==> config.mk <==
export PLATFORM = sky130hd
export DESIGN_NAME = arbitro_cancela
export DESIGN_NICKNAME = d
export VERILOG_FILES = /design/src/rtl/estacionamento_pkg.sv /design/src/rtl/temporizador_segundos.sv /design/src/rtl/arbitro_cancela.sv
export SDC_FILE = /design/constraint.sdc
export NUM_CORES = 1
export LEC_CHECK = 0
export ABC_AREA = 1
export CAP_MARGIN = 20
export CORE_MARGIN = 5
export CORE_UTILIZATION = 26
export CTS_CLUSTER_SIZE = 25
export DETAILED_ROUTE_END_ITERATION = 8
export SKIP_CTS_REPAIR_TIMING = 1
export SYNTH_ARGS = -nofsm -noshare
export SYNTH_HDL_FRONTEND = slang
export SYNTH_SLANG_ARGS = --single-unit
==> constraint.sdc <==
create_clock -name CLK_760HZ -period 2.07 [get_ports CLK_760HZ]
set_clock_uncertainty 0.15 [all_clocks]
set_input_delay 0.414 -clock CLK_760HZ [delete_from_list [all_inputs] [get_ports CLK_760HZ]]
set_output_delay 0.414 -clock CLK_760HZ [all_outputs]
set_load 0.02 [all_outputs]
==> src/rtl/estacionamento_pkg.sv <==
// Shared types and default constants for the parking-lot controllers
// (gate arbiter, password FSM and friends).
package estacionamento_pkg;

    typedef enum logic [1:0] {
        OCIOSO   = 2'd0,
        ABERTA   = 2'd1,
        PASSANDO = 2'd2,
        FECHANDO = 2'd3
    } estado_t;

    typedef enum logic {
        DIR_ENTRADA = 1'b0,
        DIR_SAIDA   = 1'b1
    } direcao_t;

    localparam int VAGAS_PADRAO       = 16;
    localparam int TICKS_POR_S_PADRAO = 760;
    localparam int TIMEOUT_S_PADRAO   = 20;
    localparam int GUARDA_PADRAO      = 76;

    function automatic direcao_t outra_direcao(input direcao_t d);
        return (d == DIR_ENTRADA) ? DIR_SAIDA : DIR_ENTRADA;
    endfunction

endpackage

==> src/rtl/temporizador_segundos.sv <==
// Seconds timer: a prescaler of TICKS_POR_S cycles feeding a seconds counter.
// expirado_o is raised during the cycle that completes TIMEOUT_S seconds of
// enabled counting, so the caller can act on that very edge; it then holds
// until cleared.
module temporizador_segundos
    import estacionamento_pkg::*;
#(
    parameter int TICKS_POR_S = TICKS_POR_S_PADRAO,
    parameter int TIMEOUT_S   = TIMEOUT_S_PADRAO
) (
    input  logic clk_i,
    input  logic rst_i,
    input  logic limpar_i,
    input  logic habilitar_i,
    output logic expirado_o
);
    localparam int PRE_W = (TICKS_POR_S > 1) ? $clog2(TICKS_POR_S) : 1;
    localparam int SEG_W = $clog2(TIMEOUT_S + 1);

    logic [PRE_W-1:0] presc_q, presc_d;
    logic [SEG_W-1:0] seg_q, seg_d;
    logic             fim_segundo;
    logic             atingido;

    // Next count: prescaler wraps every second, seconds stop at the limit.
    always_comb begin
        fim_segundo = (presc_q == PRE_W'(TICKS_POR_S - 1));
        atingido    = (seg_q == SEG_W'(TIMEOUT_S));
        presc_d     = presc_q;
        seg_d       = seg_q;
        if (habilitar_i && !atingido) begin
            if (fim_segundo) begin
                presc_d = '0;
                seg_d   = seg_q + 1'b1;
            end else begin
                presc_d = presc_q + 1'b1;
            end
        end
        expirado_o = atingido ||
                     (habilitar_i && fim_segundo && (seg_q == SEG_W'(TIMEOUT_S - 1)));
    end

    // Counter registers, cleared by reset or by the owner.
    always_ff @(posedge clk_i) begin
        if (rst_i || limpar_i) begin
            presc_q <= '0;
            seg_q   <= '0;
        end else begin
            presc_q <= presc_d;
            seg_q   <= seg_d;
        end
    end

endmodule

==> src/rtl/arbitro_cancela.sv <==
// Gate arbiter: shares the parking gate between entry and exit requests,
// sequences each gate cycle (open, wait vehicle, passage, close, guard) and
// keeps the occupancy count with CHEIO/VAZIO flags.
// Optional macro PRIORIDADE_SAIDA_EN: exit always wins a tie; otherwise ties
// are broken round-robin (side not served last wins, entry first after reset).
module arbitro_cancela
    import estacionamento_pkg::*;
#(
    parameter int VAGAS       = VAGAS_PADRAO,
    parameter int TICKS_POR_S = TICKS_POR_S_PADRAO,
    parameter int TIMEOUT_S   = TIMEOUT_S_PADRAO,
    parameter int GUARDA      = GUARDA_PADRAO
) (
    input  logic                         CLK_760HZ,
    input  logic                         RESET,
    input  logic                         PEDIDO_ENTRADA,
    input  logic                         PEDIDO_SAIDA,
    input  logic                         SENSOR_EXTERNO,
    input  logic                         SENSOR_INTERNO,
    output logic                         CANCELA_ABERTA,
    output logic                         CONCEDIDO_ENTRADA,
    output logic                         CONCEDIDO_SAIDA,
    output logic                         NEGADO,
    output logic                         ERRO_TEMPO,
    output logic                         CHEIO,
    output logic                         VAZIO,
    output logic [$clog2(VAGAS+1)-1:0]   OCUPACAO
);
    localparam int OCUP_W   = $clog2(VAGAS + 1);
    localparam int GUARDA_W = (GUARDA > 1) ? $clog2(GUARDA) : 1;

    estado_t             estado_q;
    direcao_t            dir_q;
    direcao_t            prox_q;
    logic                pend_ent_q, pend_ent_d;
    logic                pend_sai_q, pend_sai_d;
    logic [OCUP_W-1:0]   ocup_q, ocup_d;
    logic                cheio_q, vazio_q;
    logic                cancela_q, conc_ent_q, conc_sai_q;
    logic                negado_q, negado_d, erro_q;
    logic [GUARDA_W-1:0] guarda_q;

    logic     sensor_ativo;
    logic     em_ocioso;
    logic     ent_valida, sai_valida;
    logic     descarta_ent, descarta_sai;
    logic     concede;
    direcao_t dir_conc;
    logic     passagem;
    logic     expirado;

    // The timeout only counts while the gate waits open for a vehicle.
    temporizador_segundos #(
        .TICKS_POR_S (TICKS_POR_S),
        .TIMEOUT_S   (TIMEOUT_S)
    ) u_temporizador (
        .clk_i       (CLK_760HZ),
        .rst_i       (RESET),
        .limpar_i    (estado_q != ABERTA),
        .habilitar_i (estado_q == ABERTA),
        .expirado_o  (expirado)
    );

    // Request bookkeeping, grant choice and next occupancy.
    always_comb begin
        sensor_ativo = (dir_q == DIR_ENTRADA) ? SENSOR_INTERNO : SENSOR_EXTERNO;
        em_ocioso    = (estado_q == OCIOSO);
        ent_valida   = pend_ent_q && !cheio_q;
        sai_valida   = pend_sai_q && !vazio_q;
        // A pending request that became impossible is dropped at grant time.
        descarta_ent = em_ocioso && pend_ent_q && cheio_q;
        descarta_sai = em_ocioso && pend_sai_q && vazio_q;
        concede      = em_ocioso && (ent_valida || sai_valida);
`ifdef PRIORIDADE_SAIDA_EN
        dir_conc = sai_valida ? DIR_SAIDA : DIR_ENTRADA;
`else
        if (ent_valida && sai_valida) begin
            dir_conc = prox_q;
        end else begin
            dir_conc = sai_valida ? DIR_SAIDA : DIR_ENTRADA;
        end
`endif
        // A fresh pulse wins over the clear of a grant on the same edge.
        pend_ent_d = (PEDIDO_ENTRADA && !cheio_q) ||
                     (pend_ent_q && !(descarta_ent || (concede && dir_conc == DIR_ENTRADA)));
        pend_sai_d = (PEDIDO_SAIDA && !vazio_q) ||
                     (pend_sai_q && !(descarta_sai || (concede && dir_conc == DIR_SAIDA)));
        negado_d   = (PEDIDO_ENTRADA && cheio_q) || (PEDIDO_SAIDA && vazio_q) ||
                     descarta_ent || descarta_sai;

        passagem = (estado_q == PASSANDO) && !sensor_ativo;
        ocup_d   = ocup_q;
        if (passagem) begin
            if (dir_q == DIR_ENTRADA) begin
                if (ocup_q != OCUP_W'(VAGAS)) ocup_d = ocup_q + 1'b1;
            end else begin
                if (ocup_q != '0) ocup_d = ocup_q - 1'b1;
            end
        end
    end

    // Gate FSM with registered outputs, pending latches and occupancy.
    always_ff @(posedge CLK_760HZ) begin
        if (RESET) begin
            estado_q   <= OCIOSO;
            dir_q      <= DIR_ENTRADA;
            prox_q     <= DIR_ENTRADA;
            pend_ent_q <= 1'b0;
            pend_sai_q <= 1'b0;
            ocup_q     <= '0;
            cheio_q    <= 1'b0;
            vazio_q    <= 1'b1;
            cancela_q  <= 1'b0;
            conc_ent_q <= 1'b0;
            conc_sai_q <= 1'b0;
            negado_q   <= 1'b0;
            erro_q     <= 1'b0;
            guarda_q   <= '0;
        end else begin
            pend_ent_q <= pend_ent_d;
            pend_sai_q <= pend_sai_d;
            negado_q   <= negado_d;
            erro_q     <= 1'b0;
            ocup_q     <= ocup_d;
            cheio_q    <= (ocup_d == OCUP_W'(VAGAS));
            vazio_q    <= (ocup_d == '0);
            case (estado_q)
                OCIOSO: begin
                    if (concede) begin
                        estado_q   <= ABERTA;
                        dir_q      <= dir_conc;
                        prox_q     <= outra_direcao(dir_conc);
                        cancela_q  <= 1'b1;
                        conc_ent_q <= (dir_conc == DIR_ENTRADA);
                        conc_sai_q <= (dir_conc == DIR_SAIDA);
                    end
                end
                ABERTA: begin
                    // A vehicle on the loop always beats the timeout.
                    if (sensor_ativo) begin
                        estado_q <= PASSANDO;
                    end else if (expirado) begin
                        estado_q   <= FECHANDO;
                        erro_q     <= 1'b1;
                        cancela_q  <= 1'b0;
                        conc_ent_q <= 1'b0;
                        conc_sai_q <= 1'b0;
                        guarda_q   <= '0;
                    end
                end
                PASSANDO: begin
                    if (passagem) begin
                        estado_q   <= FECHANDO;
                        cancela_q  <= 1'b0;
                        conc_ent_q <= 1'b0;
                        conc_sai_q <= 1'b0;
                        guarda_q   <= '0;
                    end
                end
                FECHANDO: begin
                    if (guarda_q == GUARDA_W'(GUARDA - 1)) begin
                        estado_q <= OCIOSO;
                    end else begin
                        guarda_q <= guarda_q + 1'b1;
                    end
                end
                default: estado_q <= OCIOSO;
            endcase
        end
    end

    assign CANCELA_ABERTA    = cancela_q;
    assign CONCEDIDO_ENTRADA = conc_ent_q;
    assign CONCEDIDO_SAIDA   = conc_sai_q;
    assign NEGADO            = negado_q;
    assign ERRO_TEMPO        = erro_q;
    assign CHEIO             = cheio_q;
    assign VAZIO             = vazio_q;
    assign OCUPACAO          = ocup_q;

endmodule

### After elaboration in Yosys (flattened, before gate mapping)

Index checks and enable logic that the tools add are counted.

* register bits after elaboration: 40
* word-level logic and storage cells: 117

* bitwise logic cells: 2
* multiplexer cells: 30
* add/subtract/negate cells: 5
* reduce and logical (&&, ||, !) cells: 47
* equality and inequality tests: 17

Operators with widths (number)
* $mux 7: 4
* $pmux 7 s3: 1
* $logic_and 1x1->1: 20
* $mux 5: 4
* $eq 5x5->1 const B: 3
* $mux 1: 11
* $add 10x1->10 const B: 1
* $add 5x1->5 const B: 2
* $eq 10x10->1 const B: 1
* $logic_or 1x1->1: 10
* $mux 10: 1
* $mux 2: 5
* $ne 2x2->1 const B: 5
* $reduce_and 5->1: 2
* $pmux 1 s3: 3
* $pmux 2 s4: 1
* $add 7x1->7 const B: 1
* $eq 7x7->1 const B: 1
* $logic_not 1->1: 6
* $reduce_bool 3->1: 2
* $logic_not 5->1: 1
* $ne 5x5->1 const B: 1
* $reduce_bool 5->1: 1
* $sub 5x1->5 const B: 1
* 9 further kinds: 13

### Longest topological paths before layout

Gate-level depths: netlist of the first run.

* depth in word-level cells: 10
* mapped depth: 12
* gate-level depth less buffers: 12

### Hierarchy

Synthesis of the first run repeated with hierarchy kept, for this count alone.

* cell total of the unflattened synthesis: 366
* area total of the unflattened synthesis: 2422.3 um2

Modules (own cells, without submodules)
* arbitro_cancela: cells an instance 228, area an instance 1512.7 um2, instances 1
* temporizador_segundos: cells an instance 138, area an instance 909.6 um2, instances 1

### Least setup slack after synthesis of the first run

Ideal clock, no wire load.

* kind: flip-flop to flip-flop
* from: reg ocup_q[0] (netlist: OCUPACAO[0])
* to: reg vazio_q (netlist: VAZIO)
* library setup time: 60 ps
* path slack: 318 ps
* cell stages (with the launch flop): 12
* required time: 1860 ps
* path buffers: 0
* arrival time: 1542 ps
* period minus slack after synthesis: 1752 ps
* cells stage by stage: dfxtp_1 inv_1 ha_1 nand3_1 nand2_1 nand2_1 nand2_1 nand2_1 nand2_1 nor2_1 nand3_1 nand2_1

* cells in the longest elaborated chain, start to end: 5
* elaborated cells between the ends (all ways): 9
* classes of those cells: add/sub: 2; eq/ne: 1; mux: 4; reduce/logical: 2

Ends and longest elaborated chain
* from (decl): line arbitro_cancela.sv:37 `logic [OCUP_W-1:0] ocup_q, ocup_d;`
* from (signal assigned): line arbitro_cancela.sv:124 `ocup_q <= ocup_d;`
* $add 5x1->5, or another cell as far along: line arbitro_cancela.sv:95 `if (ocup_q != OCUP_W'(VAGAS)) ocup_d = ocup_q + 1'b1;`
* $mux 5 (on tied branches): line arbitro_cancela.sv:95, arbitro_cancela.sv:97
* $mux 5: line arbitro_cancela.sv:94 `if (dir_q == DIR_ENTRADA) begin`
* $mux 5 *: line arbitro_cancela.sv:93 `if (passagem) begin`
* $logic_not 5->1 *: line arbitro_cancela.sv:126 `vazio_q <= (ocup_d == '0);`
* to (signal assigned): line arbitro_cancela.sv:126
* to (decl): line arbitro_cancela.sv:38 `logic cheio_q, vazio_q;`

Every way passes the cells marked *; elsewhere a longest branch is shown, timed or not.
A chain may end at the register's enable or synchronous reset.

### Worst setup path after layout of the first run

* from: reg ocup_q[2] (netlist: OCUPACAO[2])
* to: out OCUPACAO[2]

RTL lines
* to (decl): line arbitro_cancela.sv:27 `output logic [$clog2(VAGAS+1)-1:0] OCUPACAO`

No word-level cell between the ends.

==> flow_summary.html, run 1 <==
<table>
<tr><th>Metric</th><th>Value</th></tr>
<tr><th colspan="2">Clock network</th></tr>
<tr><td>Max H-tree Level</td><td>2</td></tr>
<tr><td>CTS tree</td><td>built</td></tr>
<tr><td>CTS Buf Count</td><td>5</td></tr>
<tr><td>Num Clock Sinks</td><td>40</td></tr>
<tr><td>Worst-skew pair later-pin latency</td><td>290 ps</td></tr>
<tr><td>Root buffer selected by CTS</td><td>sky130_fd_sc_hd__clkbuf_8</td></tr>
<tr><td>Clk slew on worst S/H paths</td><td>80 ps</td></tr>
<tr><td>CTS Buffer Depth</td><td>2</td></tr>
<tr><th colspan="2">Pwr</th></tr>
<tr><td>Switching Share</td><td>37.2%</td></tr>
<tr><td>Power Density</td><td>906 mW/mm^2</td></tr>
<tr><td>Clock share of power</td><td>25.4%</td></tr>
<tr><td>VDD IR max</td><td>0.300 mV</td></tr>
<tr><td>Net switching power of the design</td><td>roughly 940 uW</td></tr>
<tr><td>Combinational share of power</td><td>approximately 37%</td></tr>
<tr><td>Register share of total power</td><td>37.2%</td></tr>
<tr><td>P_int</td><td>1.58 mW</td></tr>
<tr><td>Overall power after layout</td><td>approximately 2.5 mW</td></tr>
<tr><td>Leakage power total</td><td>1.07 nW</td></tr>
<tr><th colspan="2">Global routing</th></tr>
<tr><td>Aggregate global-route resource usage</td><td>just over 9%</td></tr>
<tr><td>Antenna violations before repair</td><td>0</td></tr>
<tr><td>Pin count of the biggest net entering global routing</td><td>20</td></tr>
<tr><td>Global-route wire length before repair</td><td>8740 um</td></tr>
<tr><td>Number of global-route vias before repair</td><td>2023</td></tr>
<tr><td>Total congestion overflow after global routing</td><td>0</td></tr>
<tr><th colspan="2">Timing</th></tr>
<tr><td>Number of pins with negative max-slew slack in the final report</td><td>0</td></tr>
<tr><td>Worst hold slack after final layout</td><td>between 300 and 400 ps</td></tr>
<tr><td>Sum Neg Setup Slack</td><td>0 ps</td></tr>
<tr><td>Minimum clock period after layout</td><td>about 2000 ps</td></tr>
<tr><td>Number of endpoints failing setup at the final stage</td><td>0</td></tr>
<tr><td>Relative max-transition margin</td><td>roughly 80%</td></tr>
<tr><td>RSZ-0062 raised after global routing</td><td>no</td></tr>
<tr><td>Max Freq</td><td>490 MHz</td></tr>
<tr><td>Crit share post-route</td><td>98.6%</td></tr>
<tr><td>Total count of hold-check failures in the final report</td><td>0</td></tr>
<tr><td>Slew at the pin with the worst max-slew slack</td><td>331 ps</td></tr>
<tr><th colspan="2">Worst setup path</th></tr>
<tr><td>Required time at the endpoint of the critical path</td><td>roughly 1500 ps</td></tr>
<tr><td>CP Cell Sequence</td><td>clkdlybuf4s50_1</td></tr>
<tr><td>Buf+Inv Stages, Crit Path</td><td>1</td></tr>
<tr><td>Maximum fanout count along the critical path</td><td>8</td></tr>
<tr><td>Critical Path Source Type</td><td>register</td></tr>
<tr><td>Critical Path Slowest Stage Cell</td><td>sky130_fd_sc_hd__clkdlybuf4s50_1</td></tr>
<tr><td>Element type at the critical path end</td><td>output port</td></tr>
<tr><td>Maximum single-stage delay on the critical path</td><td>680 ps</td></tr>
<tr><td>Critical path arrival</td><td>1480 ps</td></tr>
<tr><td>WS Path Type</td><td>register to output port</td></tr>
<tr><td>Kind of cell with the highest combined delay on the critical path</td><td>buffers and inverters</td></tr>
<tr><th colspan="2">Routing</th></tr>
<tr><td>Vias/cell</td><td>4.40</td></tr>
<tr><td>Residual antenna-violating net count after detailed routing</td><td>0</td></tr>
<tr><td>Drc violations</td><td>0</td></tr>
<tr><td>Avg WL per Cell</td><td>10.1 um</td></tr>
<tr><td>Drt initial violations</td><td>83</td></tr>
<tr><td>Pre-Repair DR Iteration Count</td><td>4</td></tr>
<tr><td>Total wire length</td><td>4830 um</td></tr>
<tr><td>Routed vias</td><td>2101</td></tr>
<tr><th colspan="2">Synthesis</th></tr>
<tr><td>Cells taking the most area after synthesis</td><td>sky130_fd_sc_hd__dfxtp_1 34%, sky130_fd_sc_hd__nand2_1 14%, sky130_fd_sc_hd__nand3_1 7.5%, sky130_fd_sc_hd__inv_1 6.8%, sky130_fd_sc_hd__nor2_1 6.5%</td></tr>
<tr><td>Synth Net Count</td><td>358</td></tr>
<tr><td>Count of different cell masters after synthesis</td><td>30</td></tr>
<tr><td>Post-synthesis instance total</td><td>341</td></tr>
<tr><td>Cell area after synthesis</td><td>about 0.0023 mm^2</td></tr>
<tr><td>Post-synthesis cell type with the largest combined area</td><td>sky130_fd_sc_hd__dfxtp_1</td></tr>
<tr><td>Flip-flop and latch count after synthesis</td><td>40</td></tr>
<tr><td>Share of the synthesized area in the top cell type</td><td>34.5%</td></tr>
<tr><td>Mapped Avg Cell Area</td><td>6.81 um^2</td></tr>
<tr><td>Sequential share of the synthesized area</td><td>34.5%</td></tr>
<tr><td>Warnings from Yosys</td><td>0</td></tr>
<tr><th colspan="2">Min path</th></tr>
<tr><td>Path category of the worst min-delay check</td><td>register to register</td></tr>
<tr><th colspan="2">Place</th></tr>
<tr><td>Detailed Place HPWL</td><td>~3700 um</td></tr>
<tr><td>Number of port buffers</td><td>17</td></tr>
<tr><td>Placed Area</td><td>0.00266 mm^2</td></tr>
<tr><td>Final Wtd Congestion</td><td>between 0.8 and 0.9</td></tr>
<tr><th colspan="2">Die</th></tr>
<tr><td>Placeable Area</td><td>0.00872 mm^2</td></tr>
<tr><td>Floorplan die width</td><td>about 100 um</td></tr>
<tr><td>Std cell rows</td><td>34</td></tr>
<tr><td>Initial Utilization</td><td>26.6%</td></tr>
<tr><td>Top-Level Pins</td><td>18</td></tr>
<tr><td>Die height</td><td>105 um</td></tr>
<tr><td>Area enclosed by the die boundary</td><td>0.0109 mm^2</td></tr>
<tr><th colspan="2">Job</th></tr>
<tr><td>Max Cap Violations</td><td>0</td></tr>
<tr><th colspan="2">Finish</th></tr>
<tr><td>Fraction of layout instances using a drive strength above 1</td><td>10.0%</td></tr>
<tr><td>Final Instance Area</td><td>0.00277 mm^2</td></tr>
<tr><td>Filler instances</td><td>just over 900</td></tr>
<tr><td>Share of the core filled with cells in the final layout</td><td>31.8%</td></tr>
<tr><td>Antenna Cells</td><td>0</td></tr>
<tr><td>Layout Area Growth over Synthesis</td><td>19.5%</td></tr>
<tr><td>Net count, final</td><td>386</td></tr>
<tr><th colspan="2">Status</th></tr>
<tr><td>Run status</td><td>completed</td></tr>
</table>
worst register-to-register path: stages (launching register included):
cell and delay [ps]:
sky130_fd_sc_hd__dfxtp_1 390, sky130_fd_sc_hd__ha_1 180, sky130_fd_sc_hd__nand2_1 90, sky130_fd_sc_hd__nor2_2 130, sky130_fd_sc_hd__nand3_4 100, sky130_fd_sc_hd__or2_4 270
sky130_fd_sc_hd__nand2_4 140, sky130_fd_sc_hd__nand2_4 110, sky130_fd_sc_hd__o21ai_1 170, sky130_fd_sc_hd__nor2_1 60
cell type report:
cell class | count | area, um^2 | share of cell area, %
tap | 108 | 135 | 4.87
sequential | 40 | 801 | 28.9
multi-input combinational | 253 | 1340 | 48.1
clock buffer | 5 | 68.8 | 2.48
clock inverter | 3 | 42.5 | 1.53
inverter | 45 | 169 | 6.09
timing repair buffer | 24 | 223 | 8.03
path summary, 6_finish.rpt:
| path | from | end | slack (ps) | cells after the start |
|---|---|---|---|---|
| setup / recovery | OCUPACAO[2]$_SDFF_PP0_ | OCUPACAO[2] | 30 | 1 |
| hold / removal | prox_q$_SDFFE_PP0P_ | prox_q$_SDFFE_PP0P_ | 320 | 2 |
| setup reg to reg | u_temporizador.presc_q[0]$_SDFFE_PP0P_ | guarda_q[1]$_SDFFE_PP0P_ | 170 | 9 |
| hold reg to reg | prox_q$_SDFFE_PP0P_ | prox_q$_SDFFE_PP0P_ | 320 | 2 |
cells in the mapped netlist, drive strengths merged:
library cell  instances
a21oi                30
buf                   2
clkbuf                1
dfxtp                40
ha                   11
inv                  45
nand2                90
nand3                37
nand4                 6
nor2                 47
nor3                  7
o211ai                1
o21a                  1
o21ai                11
o32ai                 1
or2                   1
xnor2                 7
xor2                  3
through the flow:
stage | cells | setup WS (ps)
floorplan | 341 | 318
global placement | 470 | 83.6
detailed placement | 470 | 52.3
CTS | 478 | 39.2
global route | 478 | 1.46
finish | 478 | 28.1
flip-flops by register name, summed over array words and instances, names as in the netlist, 2 cells and up:
signal,count
estado_q,2
u_temporizador.presc_q,10
u_temporizador.seg_q,5
OCUPACAO,5
guarda_q,7
power by group through the flow:
stage	Sequential [mW]	Combinational (mW)	Clock (mW)
6_report	0.935	0.940	0.638
5_1_grt	0.953	1.07	0.686
4_1_cts	0.935	0.941	0.663
3_5_place_dp	0.954	0.937	0
3_3_place_gp	0.951	0.925	0
2_1_floorplan	0.977	0.665	0
cells in the final DEF, fill, tap and decap left out:
cell	n
sky130_fd_sc_hd__o21ai_0	8
sky130_fd_sc_hd__clkbuf_8	5
sky130_fd_sc_hd__buf_4	7
sky130_fd_sc_hd__or2_4	1
sky130_fd_sc_hd__nor2_1	40
sky130_fd_sc_hd__inv_2	3
sky130_fd_sc_hd__o21a_1	1
sky130_fd_sc_hd__nor3_2	1
sky130_fd_sc_hd__dfxtp_1	40
sky130_fd_sc_hd__nor3_1	6
sky130_fd_sc_hd__a21oi_4	1
sky130_fd_sc_hd__clkdlybuf4s50_1	17
sky130_fd_sc_hd__inv_1	42
sky130_fd_sc_hd__nand3_2	1
sky130_fd_sc_hd__ha_1	11
sky130_fd_sc_hd__nand4_1	6
sky130_fd_sc_hd__bufinv_16	1
sky130_fd_sc_hd__nor2_2	3
sky130_fd_sc_hd__o21ai_1	2
sky130_fd_sc_hd__o211ai_1	1
sky130_fd_sc_hd__nand2_4	2
sky130_fd_sc_hd__nor2_4	4
sky130_fd_sc_hd__nand3_4	1
sky130_fd_sc_hd__nand2_1	84
sky130_fd_sc_hd__xnor2_1	7
sky130_fd_sc_hd__clkinv_2	1
sky130_fd_sc_hd__nand3_1	35
sky130_fd_sc_hd__o21ai_2	1
sky130_fd_sc_hd__xor2_1	3
sky130_fd_sc_hd__o32ai_1	1
sky130_fd_sc_hd__a21oi_1	29
sky130_fd_sc_hd__clkinvlp_4	1
sky130_fd_sc_hd__nand2_2	4
routing by layer:
metal	part of all wire (%)	up-vias	routed length [um]	GRT usage, %
li1	-	1147	-	-
met1	50	925	2430	12.0
met2	47	25	2260	15.2
met3	1.9	4	91	1.74
met4	0.93	0	45	2.68
met5	0	-	0	0
logic make-up (layout without fill, tap and decap cells):
kind of cell	after synthesis	in the layout	synth area share [%]
flops	40	40	34.5
fa+ha+maj	11	11	5.93
xor+xnor	10	10	3.77
buf+inv	48	77	8.24
simple gates	188	188	37.1
compound gates	44	44	10.5
Power figures use the tool's default switching activity.
==> run 2, diff against run 1 <==
--- a/config.mk
+++ b/config.mk
@@ -11,6 +11,8 @@
 export CORE_UTILIZATION = 26
 export CTS_CLUSTER_SIZE = 25
 export DETAILED_ROUTE_END_ITERATION = 8
+export PLACE_DENSITY = 0.39
+export REMOVE_ABC_BUFFERS = 1
 export SKIP_CTS_REPAIR_TIMING = 1
 export SYNTH_ARGS = -nofsm -noshare
 export SYNTH_HDL_FRONTEND = slang
==> run 2 against run 1 <==
Sequential power down 1%. Final cell count up 0.84%. Non-clock buffer count rose by 4. Setup slack better by 39 ps. Via count is 0.86% higher. Routed wire length is 11% higher. Combinational power grew 6.2%. Design area is 0.54% higher. Total power is 2.1% lower. Hold slack worse by 1.1 ps.
==> flow_summary.html, run 2 (synthesis results as in run 1) <==
<table>
<tr><th>Metric</th><th>Value</th></tr>
<tr><th colspan="2">Status</th></tr>
<tr><td>Run status</td><td>completed</td></tr>
<tr><th colspan="2">Worst setup path</th></tr>
<tr><td>Timing endpoint of the critical path</td><td>OCUPACAO[2]</td></tr>
<tr><td>Kind of cell with the highest combined delay on the critical path</td><td>buffers and inverters</td></tr>
<tr><td>Element type at the critical path end</td><td>output port</td></tr>
<tr><td>WS Path Type</td><td>register to output port</td></tr>
<tr><td>Maximum fanout count along the critical path</td><td>8</td></tr>
<tr><td>Critical Path Source Type</td><td>register</td></tr>
<tr><td>Reg2Reg Setup Slack</td><td>180 ps</td></tr>
<tr><td>Critical Path Slowest Stage Cell</td><td>sky130_fd_sc_hd__clkdlybuf4s50_1</td></tr>
<tr><td>Buf+Inv Stages, Crit Path</td><td>1</td></tr>
<tr><td>Critical path arrival</td><td>roughly 1400 ps</td></tr>
<tr><td>Required time at the endpoint of the critical path</td><td>about 1500 ps</td></tr>
<tr><td>Worst r2r dst</td><td>guarda_q[1]$_SDFFE_PP0P_</td></tr>
<tr><td>Maximum single-stage delay on the critical path</td><td>670 ps</td></tr>
<tr><td>Cells on worst reg2reg path</td><td>9</td></tr>
<tr><td>Startpoint of the worst-slack reg-to-reg timing path</td><td>u_temporizador.presc_q[0]$_SDFFE_PP0P_</td></tr>
<tr><td>CP Cell Sequence</td><td>clkdlybuf4s50_1</td></tr>
<tr><td>Logic depth of the worst setup path including buffers</td><td>1</td></tr>
<tr><td>Launching element of the worst setup path</td><td>OCUPACAO[2]$_SDFF_PP0_</td></tr>
<tr><th colspan="2">Clock network</th></tr>
<tr><td>CTS tree</td><td>built</td></tr>
<tr><td>Num Clock Sinks</td><td>40</td></tr>
<tr><td>Worst-skew pair later-pin latency</td><td>just under 300 ps</td></tr>
<tr><td>Max H-tree Level</td><td>2</td></tr>
<tr><td>CTS Buf Count</td><td>5</td></tr>
<tr><td>Clk slew on worst S/H paths</td><td>80 ps</td></tr>
<tr><td>CTS Buffer Depth</td><td>2</td></tr>
<tr><td>Root buffer selected by CTS</td><td>sky130_fd_sc_hd__clkbuf_8</td></tr>
<tr><th colspan="2">Routing</th></tr>
<tr><td>Drc violations</td><td>0</td></tr>
<tr><td>Avg WL per Cell</td><td>~11 um</td></tr>
<tr><td>Vias/cell</td><td>4.40</td></tr>
<tr><td>Pre-Repair DR Iteration Count</td><td>4</td></tr>
<tr><td>Residual antenna-violating net count after detailed routing</td><td>0</td></tr>
<tr><td>Drt initial violations</td><td>78</td></tr>
<tr><td>Routed vias</td><td>2119</td></tr>
<tr><td>Total wire length</td><td>~5400 um</td></tr>
<tr><th colspan="2">Place</th></tr>
<tr><td>Detailed Place HPWL</td><td>4130 um</td></tr>
<tr><td>Total placed cells including tap cells</td><td>474</td></tr>
<tr><td>Number of port buffers</td><td>17</td></tr>
<tr><td>Final Wtd Congestion</td><td>0.765</td></tr>
<tr><th colspan="2">Pwr</th></tr>
<tr><td>Overall power after layout</td><td>2.46 mW</td></tr>
<tr><td>Leakage power total</td><td>~1.1 nW</td></tr>
<tr><td>Power Density</td><td>882 mW/mm^2</td></tr>
<tr><td>VDD IR max</td><td>0.379 mV</td></tr>
<tr><th colspan="2">Min path</th></tr>
<tr><td>Path category of the worst min-delay check</td><td>register to register</td></tr>
<tr><th colspan="2">Job</th></tr>
<tr><td>Max Cap Violations</td><td>0</td></tr>
<tr><th colspan="2">Global routing</th></tr>
<tr><td>Aggregate global-route resource usage</td><td>10.1%</td></tr>
<tr><td>Global-route wire length before repair</td><td>9280 um</td></tr>
<tr><td>Pin count of the biggest net entering global routing</td><td>20</td></tr>
<tr><td>Antenna violations before repair</td><td>0</td></tr>
<tr><td>Total congestion overflow after global routing</td><td>0</td></tr>
<tr><td>Number of global-route vias before repair</td><td>2069</td></tr>
<tr><th colspan="2">Die</th></tr>
<tr><td>Placeable Area</td><td>0.00872 mm^2</td></tr>
<tr><td>Std cell rows</td><td>34</td></tr>
<tr><td>Initial Utilization</td><td>26.6%</td></tr>
<tr><td>Floorplan die width</td><td>about 100 um</td></tr>
<tr><td>Area enclosed by the die boundary</td><td>0.0109 mm^2</td></tr>
<tr><td>Top-Level Pins</td><td>18</td></tr>
<tr><td>Die height</td><td>105 um</td></tr>
<tr><th colspan="2">Finish</th></tr>
<tr><td>Biggest registers after layout</td><td>u_temporizador.presc_q: 10 flops, guarda_q: 7 flops</td></tr>
<tr><td>Most common cell after layout, fill and taps aside</td><td>sky130_fd_sc_hd__nand2_1</td></tr>
<tr><td>Register with the most flip-flops</td><td>u_temporizador.presc_q</td></tr>
<tr><td>Fraction of layout instances using a drive strength above 1</td><td>11.2%</td></tr>
<tr><td>Most frequent cells in the layout</td><td>84 x sky130_fd_sc_hd__nand2_1, 42 x sky130_fd_sc_hd__inv_1, 40 x sky130_fd_sc_hd__dfxtp_1, 40 x sky130_fd_sc_hd__nor2_1, 35 x sky130_fd_sc_hd__nand3_1</td></tr>
<tr><td>Net count, final</td><td>390</td></tr>
<tr><td>Number of flip-flops under the largest register name</td><td>10</td></tr>
<tr><td>Antenna Cells</td><td>0</td></tr>
<tr><td>Sequential cell area</td><td>roughly 800 um^2</td></tr>
<tr><td>Filler instances</td><td>961</td></tr>
<tr><td>Post-route insts no fill</td><td>about 480</td></tr>
<tr><td>Area used by multi-input combinational logic</td><td>0.00134 mm^2</td></tr>
<tr><td>Layout Area Growth over Synthesis</td><td>20.1%</td></tr>
<tr><th colspan="2">Timing</th></tr>
<tr><td>RSZ-0062 raised after global routing</td><td>no</td></tr>
<tr><td>Relative max-transition margin</td><td>around four fifths</td></tr>
<tr><td>Number of pins with negative max-slew slack in the final report</td><td>0</td></tr>
<tr><td>Slew at the pin with the worst max-slew slack</td><td>about 300 ps</td></tr>
<tr><td>Minimum clock period after layout</td><td>2000 ps</td></tr>
<tr><td>Total count of hold-check failures in the final report</td><td>0</td></tr>
<tr><td>Max Freq</td><td>499 MHz</td></tr>
<tr><td>Crit share post-route</td><td>96.7%</td></tr>
<tr><td>Number of endpoints failing setup at the final stage</td><td>0</td></tr>
<tr><td>Sum Neg Setup Slack</td><td>0 ps</td></tr>
</table>
## run 2: cell count changes in the layout (fill, tap and decap cells not counted), sizes merged
cell | before | now
buf | 7 | 11
clkbuf | 5 | 6
clkinvlp | 1 | 0
bufinv | 1 | 0
clkinv | 1 | 2
## run 2: worst register-to-register path: stages, from the launching register on
cell                      delay (ps)
sky130_fd_sc_hd__dfxtp_1         390
sky130_fd_sc_hd__ha_1            180
sky130_fd_sc_hd__nand2_1         100
sky130_fd_sc_hd__nor2_2          140
sky130_fd_sc_hd__nand3_4         110
sky130_fd_sc_hd__or2_4           260
sky130_fd_sc_hd__nand2_4         140
sky130_fd_sc_hd__nand2_4         120
sky130_fd_sc_hd__o21ai_2         150
sky130_fd_sc_hd__nor2_1           60
## run 2: how the worst min path moves through the flow
stage / startpoint / endpoint / slack, ps / cells past startpoint
floorplan: prox_q$_SDFFE_PP0P_ / prox_q$_SDFFE_PP0P_ / 280 / 2
global placement: u_temporizador.presc_q[9]$_SDFFE_PP0P_ / u_temporizador.presc_q[9]$_SDFFE_PP0P_ / 300 / 2
detailed placement: u_temporizador.presc_q[9]$_SDFFE_PP0P_ / u_temporizador.presc_q[9]$_SDFFE_PP0P_ / 300 / 2
CTS: u_temporizador.presc_q[9]$_SDFFE_PP0P_ / u_temporizador.presc_q[9]$_SDFFE_PP0P_ / 320 / 2
global route: CANCELA_ABERTA$_SDFFE_PP0P_ / CANCELA_ABERTA$_SDFFE_PP0P_ / 330 / 2
finish: u_temporizador.presc_q[9]$_SDFFE_PP0P_ / u_temporizador.presc_q[9]$_SDFFE_PP0P_ / 310 / 2
## run 2: cell type report
cell class                 instances  share of cell area, %
multi-input combinational        253                   48.0
sequential                        40                   28.7
timing repair buffer              28                   9.06
inverter                          45                   6.06
tap                              108                   4.85
clock buffer                       6                   2.96
clock inverter                     2                  0.359
## run 2: where the power goes
group	switching, mW	internal (mW)	leakage [nW]
logic	0.606	0.391	0.708
registers	0.0656	0.857	0.324
clock network	0.273	0.266	0.0510
## run 2: per-layer routing
layer	vias to the layer above	track usage [%]	share of wire, %
met3	6	2.11	2.5
met5	-	0	0
met4	0	3.33	1.4
met1	920	12.6	51
met2	35	17.1	46
li1	1158	-	-
## run 2: per-stage QoR
step                worst slack, ps  instance area, um^2  hold WS [ps]  utilization (%)
floorplan                       320                 2300           284                -
global placement               36.7                 2690           304             30.8
detailed placement             42.8                 2690           304             30.8
CTS                            46.2                 2780           317             31.9
global route                   8.83                 2790           331             32.0
finish                         67.3                 2790           315             32.0
